$ cat config.mk
export PLATFORM = sky130hd
export DESIGN_NAME = l2_cache_controller
export DESIGN_NICKNAME = d
export VERILOG_FILES = /design/src/rtl/l2_cache_controller.sv
export SDC_FILE = /design/constraint.sdc
export NUM_CORES = 1
export LEC_CHECK = 0
export BUFFER_PORTS_ARGS = -buffer_cell sky130_fd_sc_hd__buf_2
export CORE_AREA = 2 2 39 41
export DETAILED_ROUTE_END_ITERATION = 6
export DIE_AREA = 0 0 41 43
export GPL_TIMING_DRIVEN = 0
export PLACE_DENSITY_LB_ADDON = 0.12
export SLEW_MARGIN = 20
export SYNTH_ARGS = -nofsm -noshare
export SYNTH_HDL_FRONTEND = slang
export SYNTH_SLANG_ARGS = --single-unit
$ cat constraint.sdc
create_clock -name clk -period 2.3 [get_ports clk]
set_input_delay 0.345 -clock clk [delete_from_list [all_inputs] [get_ports clk]]
set_output_delay 0.345 -clock clk [all_outputs]
set_load 0.1 [all_outputs]
$ cat src/rtl/l2_cache_controller.sv
// Control FSM for the unified L2 cache: hit handling, dirty write-back and line fill sequencing.
// Optional performance counters are enabled by defining L2_PERF_CNT_EN.
module l2_cache_controller #(
    parameter int WAYS  = 2,
    parameter int CNT_W = 32
) (
    input  logic                    clk,
    input  logic                    rst_n,
    input  logic                    mem_read,
    input  logic                    mem_write,
    output logic                    mem_resp,
    input  logic [WAYS-1:0]         way_hit,
    input  logic [$clog2(WAYS)-1:0] lru_way,
    input  logic                    victim_dirty,
    output logic [WAYS-1:0]         load_way,
    output logic                    load_data,
    output logic                    load_tag,
    output logic                    set_dirty,
    output logic                    clear_dirty,
    output logic                    lru_update,
    output logic                    data_in_sel,
    output logic                    pmem_addr_sel,
    output logic                    pmem_read,
    output logic                    pmem_write,
    input  logic                    pmem_resp,
`ifdef L2_PERF_CNT_EN
    input  logic                    perf_clr,
    output logic [CNT_W-1:0]        hit_cnt,
    output logic [CNT_W-1:0]        miss_cnt,
    output logic [CNT_W-1:0]        wb_cnt,
`endif
    output logic [1:0]              dbg_state
);

    typedef enum logic [1:0] {
        S_IDLE      = 2'd0,
        S_COMPARE   = 2'd1,
        S_WRITEBACK = 2'd2,
        S_ALLOCATE  = 2'd3
    } state_t;

    state_t state;
    state_t state_next;

    logic req;
    logic hit;

    assign req       = mem_read | mem_write;
    assign hit       = |way_hit;
    assign dbg_state = state;

    always_ff @(posedge clk or negedge rst_n) begin
        if (!rst_n) begin
            state <= S_IDLE;
        end else begin
            state <= state_next;
        end
    end

    // Outputs are decoded from the current state and live inputs; forced low while in reset.
    always_comb begin
        state_next    = state;
        mem_resp      = 1'b0;
        load_way      = '0;
        load_data     = 1'b0;
        load_tag      = 1'b0;
        set_dirty     = 1'b0;
        clear_dirty   = 1'b0;
        lru_update    = 1'b0;
        data_in_sel   = 1'b0;
        pmem_addr_sel = 1'b0;
        pmem_read     = 1'b0;
        pmem_write    = 1'b0;
        if (rst_n) begin
            case (state)
                S_IDLE: begin
                    if (req) begin
                        state_next = S_COMPARE;
                    end
                end
                S_COMPARE: begin
                    if (!req) begin
                        state_next = S_IDLE;
                    end else if (hit) begin
                        mem_resp   = 1'b1;
                        lru_update = 1'b1;
                        load_way   = way_hit;
                        // mem_write wins when both request lines are high
                        if (mem_write) begin
                            load_data = 1'b1;
                            set_dirty = 1'b1;
                        end
                        state_next = S_IDLE;
                    end else if (victim_dirty) begin
                        state_next = S_WRITEBACK;
                    end else begin
                        state_next = S_ALLOCATE;
                    end
                end
                S_WRITEBACK: begin
                    pmem_write    = 1'b1;
                    pmem_addr_sel = 1'b1;
                    if (pmem_resp) begin
                        state_next = S_ALLOCATE;
                    end
                end
                S_ALLOCATE: begin
                    pmem_read = 1'b1;
                    if (pmem_resp) begin
                        load_way    = {{(WAYS-1){1'b0}}, 1'b1} << lru_way;
                        load_data   = 1'b1;
                        load_tag    = 1'b1;
                        clear_dirty = 1'b1;
                        data_in_sel = 1'b1;
                        state_next  = S_COMPARE;
                    end
                end
                default: begin
                    state_next = S_IDLE;
                end
            endcase
        end
    end

`ifdef L2_PERF_CNT_EN
    localparam logic [CNT_W-1:0] CNT_MAX = '1;

    logic filled;
    logic miss_ev;
    logic wb_ev;

    assign miss_ev = (state == S_COMPARE) && req && !hit;
    assign wb_ev   = (state == S_WRITEBACK) && pmem_resp;

    // Remembers that the current request went through a fill, so its final resp is not a hit.
    always_ff @(posedge clk or negedge rst_n) begin
        if (!rst_n) begin
            filled <= 1'b0;
        end else if (state == S_IDLE) begin
            filled <= 1'b0;
        end else if (miss_ev) begin
            filled <= 1'b1;
        end
    end

    always_ff @(posedge clk or negedge rst_n) begin
        if (!rst_n) begin
            hit_cnt  <= '0;
            miss_cnt <= '0;
            wb_cnt   <= '0;
        end else if (perf_clr) begin
            hit_cnt  <= '0;
            miss_cnt <= '0;
            wb_cnt   <= '0;
        end else begin
            if (mem_resp && !filled && hit_cnt != CNT_MAX) begin
                hit_cnt <= hit_cnt + 1'b1;
            end
            if (miss_ev && miss_cnt != CNT_MAX) begin
                miss_cnt <= miss_cnt + 1'b1;
            end
            if (wb_ev && wb_cnt != CNT_MAX) begin
                wb_cnt <= wb_cnt + 1'b1;
            end
        end
    end
`endif

endmodule

# ---- Word level (Yosys, flattened, before mapping)
# Index checks and enable logic that the tools add are counted.
dict set report word_totals {
  word_cells 42
  reg_bits 2
  inputBits 9
  output_inout_bits 14
}
dict set report classes {
  n_bitwise 1
  shifts 1
  n_reduce_logical 3
  mux 30
  eq_ne 6
}
# op n
set ops {}
lappend ops {{$mux 1} 18}
lappend ops {{$mux 2} 9}
lappend ops {{$pmux 2 s4} 1}
lappend ops {{$ne 2x2->1 const B} 3}
lappend ops {{$eq 2x2->1 const B} 2}
lappend ops {{$pmux 2 s2} 1}
lappend ops {{$reduce_and 4->1} 1}
lappend ops {{$eq 2x1->1 const B} 1}
lappend ops {{$logic_not 2->1} 1}
lappend ops {{$pmux 1 s2} 1}
lappend ops {{$reduce_or 2->1} 1}
lappend ops {{$shl 1x1->2 const A} 1}
lappend ops {{$or 1x1->1} 1}

# ---- Depth between registers and ports, before layout
# Gate-level depths: netlist of the first run.
dict set report depth {
  ltp_word 5
  ltp_mapped 5
  mapped_depth_nobuf 5
}

# ---- Worst setup path after synthesis of the first run
# No wires, ideal clock.
dict set report synth_path {
  path_type {reg-to-output}
  start {register state[0], in the netlist dbg_state[0]}
  end {output load_data}
  arrival_ns 3.437
  path_stages_with_launch 5
  setup_slack_ns -1.482
  cell_sequence {dfrtp_1 ha_1 nand2_1 nor2_1 or2_1}
}
dict set report synth_via {
  elab_chain_cells 3
  word_cells_on_any_way 4
  cone_classes {eq/ne: 2; mux: 2}
}
# element line_no
set synth_lines {}
lappend synth_lines {{from (decl)} 42} ;# state_t state;
lappend synth_lines {{from (signal assigned)} 56} ;# state <= state_next;
lappend synth_lines {{$eq 2x2->1 / $eq 2x1->1 (equally long branches)} 75} ;# case (state)
lappend synth_lines {{$pmux 1 s2 *} 75}
lappend synth_lines {{$mux 1 *} 74} ;# if (rst_n) begin
lappend synth_lines {{to (decl)} 16} ;# output logic load_data,
# Mark *: on every way between the ends. The rest lies on a longest branch, timed or not.

# ---- Worst setup path after layout of the first run
dict set report layout_path {
  start {input rst_n}
  end {output load_data}
}
dict set report layout_via {
  elab_chain_cells 1
}
# element line_no
set layout_lines {}
lappend layout_lines {{from (decl)} 8} ;# input logic rst_n,
lappend layout_lines {{$mux 1} 74}
# No other way between the ends.

==> results of run 1 <==
-- through the flow --
step	total power, W	area [µm²]	hold WS, ns	util (%)
2_1_floorplan	0.0005176	340.3	0.04941	-
3_3_place_gp	0.0005960	470.5	0.1827	34.00
3_5_place_dp	0.0005960	470.5	0.1801	34.00
4_1_cts	0.0006832	503.0	0.4713	36.35
5_1_grt	0.0007167	508.0	0.5122	36.71
6_report	0.0006728	508.0	0.4830	36.71
-- cells by family (layout without fill, tap and decap cells) --
family                     after synthesis  count (layout)  share of synthesized area, %
and+or+nand+nor                         16              16                         30.74
AOI/OAI and AO/OA                       10              10                         20.90
buffers and inverters                    6              32                         12.30
adders and majority gates                4               4                         16.39
DFF                                      2               2                         16.39
muxes                                    1               1                         3.279
-- synthesized netlist by cell type (all sizes together) (2+ instances only) --
library cell / number
buf: 4
o21ai: 3
and2: 2
a21oi: 3
nor2: 4
ha: 4
inv: 2
dfrtp: 2
nand2: 2
-- final cells by class --
type                       count  area (µm²)
clock buffer                   3       22.52
timing repair buffer          23       125.1
inverter                       2       7.507
multi-input combinational     31       244.0
fill                         144       875.8
tap                           16       20.02
buffer                         4       33.78
sequential                     2       55.05
-- layout by cell type, fill, tap and decap left out, types with 2 or more instances in the layout --
cell type,instances
nor2_4,2
buf_2,20
buf_4,3
o21ai_0,2
nand2_1,2
inv_1,2
a21oi_1,2
ha_1,4
clkbuf_4,5
-- routing by layer --
metal | global-route usage [%] | wire length (µm)
met1 | 12.86 | 332
met2 | 16.25 | 389
met3 | 3.665 | 66
met4 | 10.00 | 0
met5 | 0 | 0
-- what timing repair did --
action / 4_1_cts / 5_1_grt
hold buffers: 1 / 0
endpoints found under the setup margin: 0 / 2
hold endpoints to repair: 2 / 0
gates resized for setup: 0 / 2
-- worst max path at each step --
stage	endpoint	slack, ns	cells after the start
after detailed placement	load_way[0]	0.43	6
after CTS	load_data	0.04	6
after global placement	load_way[0]	0.44	6
after global routing	load_data	0.01	6
after floorplan	load_way[0]	-0.06	3
final	load_data	0.1	6
-- power breakdown --
part | internal [W] | switching (W) | leakage (nW) | total (W)
sequential | 0.0000565 | 0.0000165 | 0.0228 | 0.0000730
clock | 0.0000576 | 0.0000205 | 0.0138 | 0.0000781
combinational | 0.000121 | 0.000401 | 0.238 | 0.000522
==> results.py, run 1 <==
metrics = {
    "finish": {
        "stdcell_count": 81,
        "finalNetCount": 80,
        "largest_reg_flops": 2,
        "drive_gt1_share_pct": 63.08,
        "n_antenna_cell": 0,
        "area_growth_pct": 66.39,
    },
    "sta": {
        "setup_viol": 0,
        "maxSlewHeadroom_pct": 67.81,
        "final.min_clock_period_ns": 2.203,
        "finClkSkew_ns": 0.001357,
        "fmax_mhz": 453.8,
        "slew_viol_final": 0,
        "rsz0062_at_grt": "false",
        "finalSetupTns_ns": 0,
        "layout_setup_ws_ns": 0.09661,
        "hold_violations": 0,
        "post-route-period-util_pct": 95.80,
        "worst_pin_slew_ns": 0.4862,
    },
    "logic_synthesis": {
        "yosysTopAreaCellShare_pct": 16.39,
        "syn_inst": 39,
        "synth_nets": 52,
        "synth_edf_count": 0,
        "synth-main-ff-cell": "dfrtp_1",
        "synth-seq-area-share_pct": 16.39,
        "synthesis.area_um2": 305.3,
        "yosys-top-cells-area": "dfrtp_1 (16%), ha_1 (16%), buf_4 (9.8%)",
        "ys_seq_elements": 2,
        "post_synth_num_cell_types": 23,
        "yosysWarnings": 0,
        "syn_area_per_cell_um2": 7.828,
        "yosys.area.top_type": "dfrtp_1",
        "synthArstFlopShare_pct": 100.0,
    },
    "job": {
        "maxCapViolCount": 0,
    },
    "routing": {
        "wl_um": 788,
        "vias": 360,
        "drt-initial-drc-count": 4,
        "drc": 0,
        "viasPerCell": 4.444,
        "antenna_left": 0,
        "wl_per_cell_um": 9.728,
        "drtPass1Iterations": 4,
    },
    "clock_tree": {
        "numCtsBuffers": 3,
        "cts_tree": "built",
        "htreeDepth": 1,
        "clockRootBuffer": "clkbuf_4",
        "path_clk_slew_ns": 0.03,
        "clockBufferDepth": 2,
        "cts_sinks": 2,
        "clock_latency_ns": 0.22,
        "postCtsSetupRepairBufs": 0,
    },
    "floorplanning": {
        "die_w_um": 41,
        "die_area_mm2": 0.001763,
        "start_util_pct": 22.06,
        "rows": 14,
        "die_h_um": 43,
        "boundaryPins": 23,
        "core_area_mm2": 0.001384,
    },
    "pwr": {
        "power_leakage_nw": 0.2745,
        "power_density_mw_per_mm2": 1325,
        "irDropWorstVdd_v": 0.0006067,
    },
    "critical_path": {
        "cp_slowest_stage_delay_ns": 0.53,
        "criticalPathCategory": "in2out",
        "end_kind": "output port",
        "critPathRequiredTime_ns": 1.96,
        "cp_slowest_cell": "dlygate4sd3_1",
        "cp-startpoint": "rst_n",
        "path_cells": "dlygate4sd3_1 -> buf_2 -> o21ai_1 -> nor2_4 -> or2_4 -> clkbuf_4",
        "crit_buf_inv": 3,
        "r2r_cells": 5,
        "start_kind": "primary input",
        "crit_family": "buffers and inverters",
        "crit_fanout": 9,
        "r2r-start": "dbg_state[0]",
        "r2r-end": "dbg_state[0]",
        "r2r_slack_ns": 0.82,
        "cp.arrival_ns": 1.86,
    },
    "placement": {
        "dpl.cell_count": 77,
        "dp_hpwl_um": 641.3,
        "io_buffers": 22,
        "dp_slack_ns": 0.4301,
        "place.gp.congestion": 0.7044,
    },
    "grt": {
        "antenna_found_initial": 0,
        "grt_pass1_wl_mm": 1.317,
        "track_usage_pct": 11.45,
        "overflow": 0,
        "grt_max_degree": 10,
        "grt_pass1_vias": 337,
    },
    "worst_hold_path": {
        "worstHoldPathType": "in2async",
    },
    "status": {
        "status": "completed",
    },
}
Note: power is estimated with default switching activity, not from simulation.
==> run 2: changes to the inputs <==
--- a/config.mk
+++ b/config.mk
@@ -5,10 +5,10 @@
 export SDC_FILE = /design/constraint.sdc
 export NUM_CORES = 1
 export LEC_CHECK = 0
-export BUFFER_PORTS_ARGS = -buffer_cell sky130_fd_sc_hd__buf_2
 export CORE_AREA = 2 2 39 41
 export DETAILED_ROUTE_END_ITERATION = 6
 export DIE_AREA = 0 0 41 43
+export DONT_BUFFER_PORTS = 1
 export GPL_TIMING_DRIVEN = 0
 export PLACE_DENSITY_LB_ADDON = 0.12
 export SLEW_MARGIN = 20
==> results.py, run 2 (synthesis gave the netlist of run 1 again) <==
metrics = {
    "sta": {
        "hold_violations": 0,
        "hold_ws_ns": 0.2811,
        "rsz0062_at_grt": "true",
        "layout_setup_ws_ns": -0.1303,
        "finalSetupTns_ns": -0.2713,
        "post-route-period-util_pct": 105.7,
        "worst_pin_slew_ns": 0.7034,
        "fmax_mhz": 411.5,
        "slew_viol_final": 0,
        "maxSlewHeadroom_pct": 53.00,
        "final.min_clock_period_ns": 2.430,
        "finClkSkew_ns": 0.004594,
        "setup_viol": 3,
    },
    "critical_path": {
        "criticalPathCategory": "reg2out",
        "critPathRequiredTime_ns": 1.96,
        "crit_fanout": 5,
        "start_kind": "flop",
        "cp.arrival_ns": 2.09,
        "end_kind": "output port",
    },
    "status": {
        "violations": "negative setup slack",
        "status": "complete, but fails checks",
    },
    "clock_tree": {
        "cts_tree": "built",
        "numCtsBuffers": 3,
        "clockBufferDepth": 2,
        "cts_sinks": 2,
        "clockRootBuffer": "clkbuf_4",
        "clock_latency_ns": 0.22,
        "path_clk_slew_ns": 0.03,
        "htreeDepth": 1,
    },
    "finish": {
        "n_antenna_cell": 0,
        "drive_gt1_share_pct": 62.22,
        "finalNetCount": 60,
        "seqCellArea_um2": 57.56,
        "utilization_pct": 35.71,
        "area_growth_pct": 61.89,
        "final_cell_mix": "nor2_4 (3), clkbuf_4 (3)",
        "stdcell_count": 61,
        "fillers": 152,
        "multi_input_area_um2": 301.5,
        "largest_reg_flops": 2,
    },
    "placement": {
        "dp_hpwl_um": 647.5,
        "io_buffers": 0,
        "dpl.cell_count": 55,
        "place.gp.congestion": 0.6789,
    },
    "routing": {
        "viasPerCell": 4.852,
        "antenna_left": 0,
        "drt-initial-drc-count": 3,
        "drtPass1Iterations": 3,
        "vias": 296,
        "drc": 0,
        "wl_per_cell_um": 13.87,
        "wl_um": 846,
    },
    "grt": {
        "track_usage_pct": 11.52,
        "grt_max_degree": 9,
        "antenna_found_initial": 0,
        "grt_pass1_wl_mm": 1.331,
        "grt_pass1_vias": 296,
        "overflow": 0,
    },
    "floorplanning": {
        "die_w_um": 41,
        "boundaryPins": 23,
        "core_area_mm2": 0.001384,
        "die_h_um": 43,
        "die_area_mm2": 0.001763,
        "rows": 14,
        "start_util_pct": 22.06,
    },
    "job": {
        "maxCapViolCount": 0,
    },
    "pwr": {
        "finalPower_w": 0.0007260,
        "power_density_mw_per_mm2": 1469,
        "irDropWorstVdd_v": 0.0007056,
        "power_leakage_nw": 0.1935,
    },
    "worst_hold_path": {
        "worstHoldPathType": "in2reg",
    },
}
-- run 2: changes by cell type in the layout (fill, tap and decap cells not counted), sizes merged --
cell,change
buf,-18
clkbuf,-2
-- run 2: worst max-delay path, cell delays in order, from the launching register on --
cell,delay [ns]
dfrtp_4,0.62
inv_4,0.11
ha_4,0.15
nand2_4,0.05
nor2_4,0.49
or2_4,0.43
-- run 2: path summary, 6_finish.rpt --
path | cells after the start | from | endpoint | slack [ns]
setup / recovery | 5 | dbg_state[1] | load_data | -0.13
hold / removal | 2 | rst_n | dbg_state[1] | 0.28
setup reg to reg | 6 | dbg_state[1] | dbg_state[0] | 0.60
hold reg to reg | 1 | dbg_state[1] | dbg_state[1] | 0.85
max in group asynchronous | 1 | rst_n | dbg_state[1] | 1.80
min in group asynchronous | 1 | rst_n | dbg_state[0] | 0.35
-- run 2: final cells by class --
| class | instances | area share (%) |
|---|---|---|
| Sequential cell | 2 | 11.65 |
| Inverter | 2 | 2.025 |
| Multi-Input combinational cell | 31 | 61.01 |
| Buffer | 4 | 11.65 |
| Timing Repair Buffer | 3 | 5.063 |
| Tap cell | 16 | 4.051 |
| Clock buffer | 3 | 4.557 |
-- run 2: metrics by stage --
| step | setup WS, ns | instance area, µm² |
|---|---|---|
| CTS | -0.1740 | 466.7 |
| finish | -0.1303 | 494.2 |
| detailed placement | -0.1679 | 360.3 |
| floorplan | -0.06434 | 340.3 |
| global route | -0.1877 | 494.2 |
| global placement | -0.1637 | 360.3 |
-- run 2: per-layer routing --
layer | vias up | global-route usage [%] | part of all wire, %
li1 | 147 | - | -
met1 | 136 | 10.86 | 35
met2 | 13 | 17.19 | 53
met3 | 0 | 7.330 | 12
met4 | 0 | 8.000 | 0
met5 | - | 0 | 0
-- run 2: repair_timing --
action                                  CTS  global route
hold buffers                              1             0
endpoints found under the setup margin    8             7
hold endpoints to repair                  2             0
gates resized for setup                  16             7
setup buffers                             2             0
pin swaps                                 5             5
-- run 2: power breakdown --
part,leakage (nW),switching (W),internal [W]
clock network,0.0138,0.0000201,0.0000576
logic,0.157,0.000312,0.000148
registers,0.0225,0.000130,0.0000579
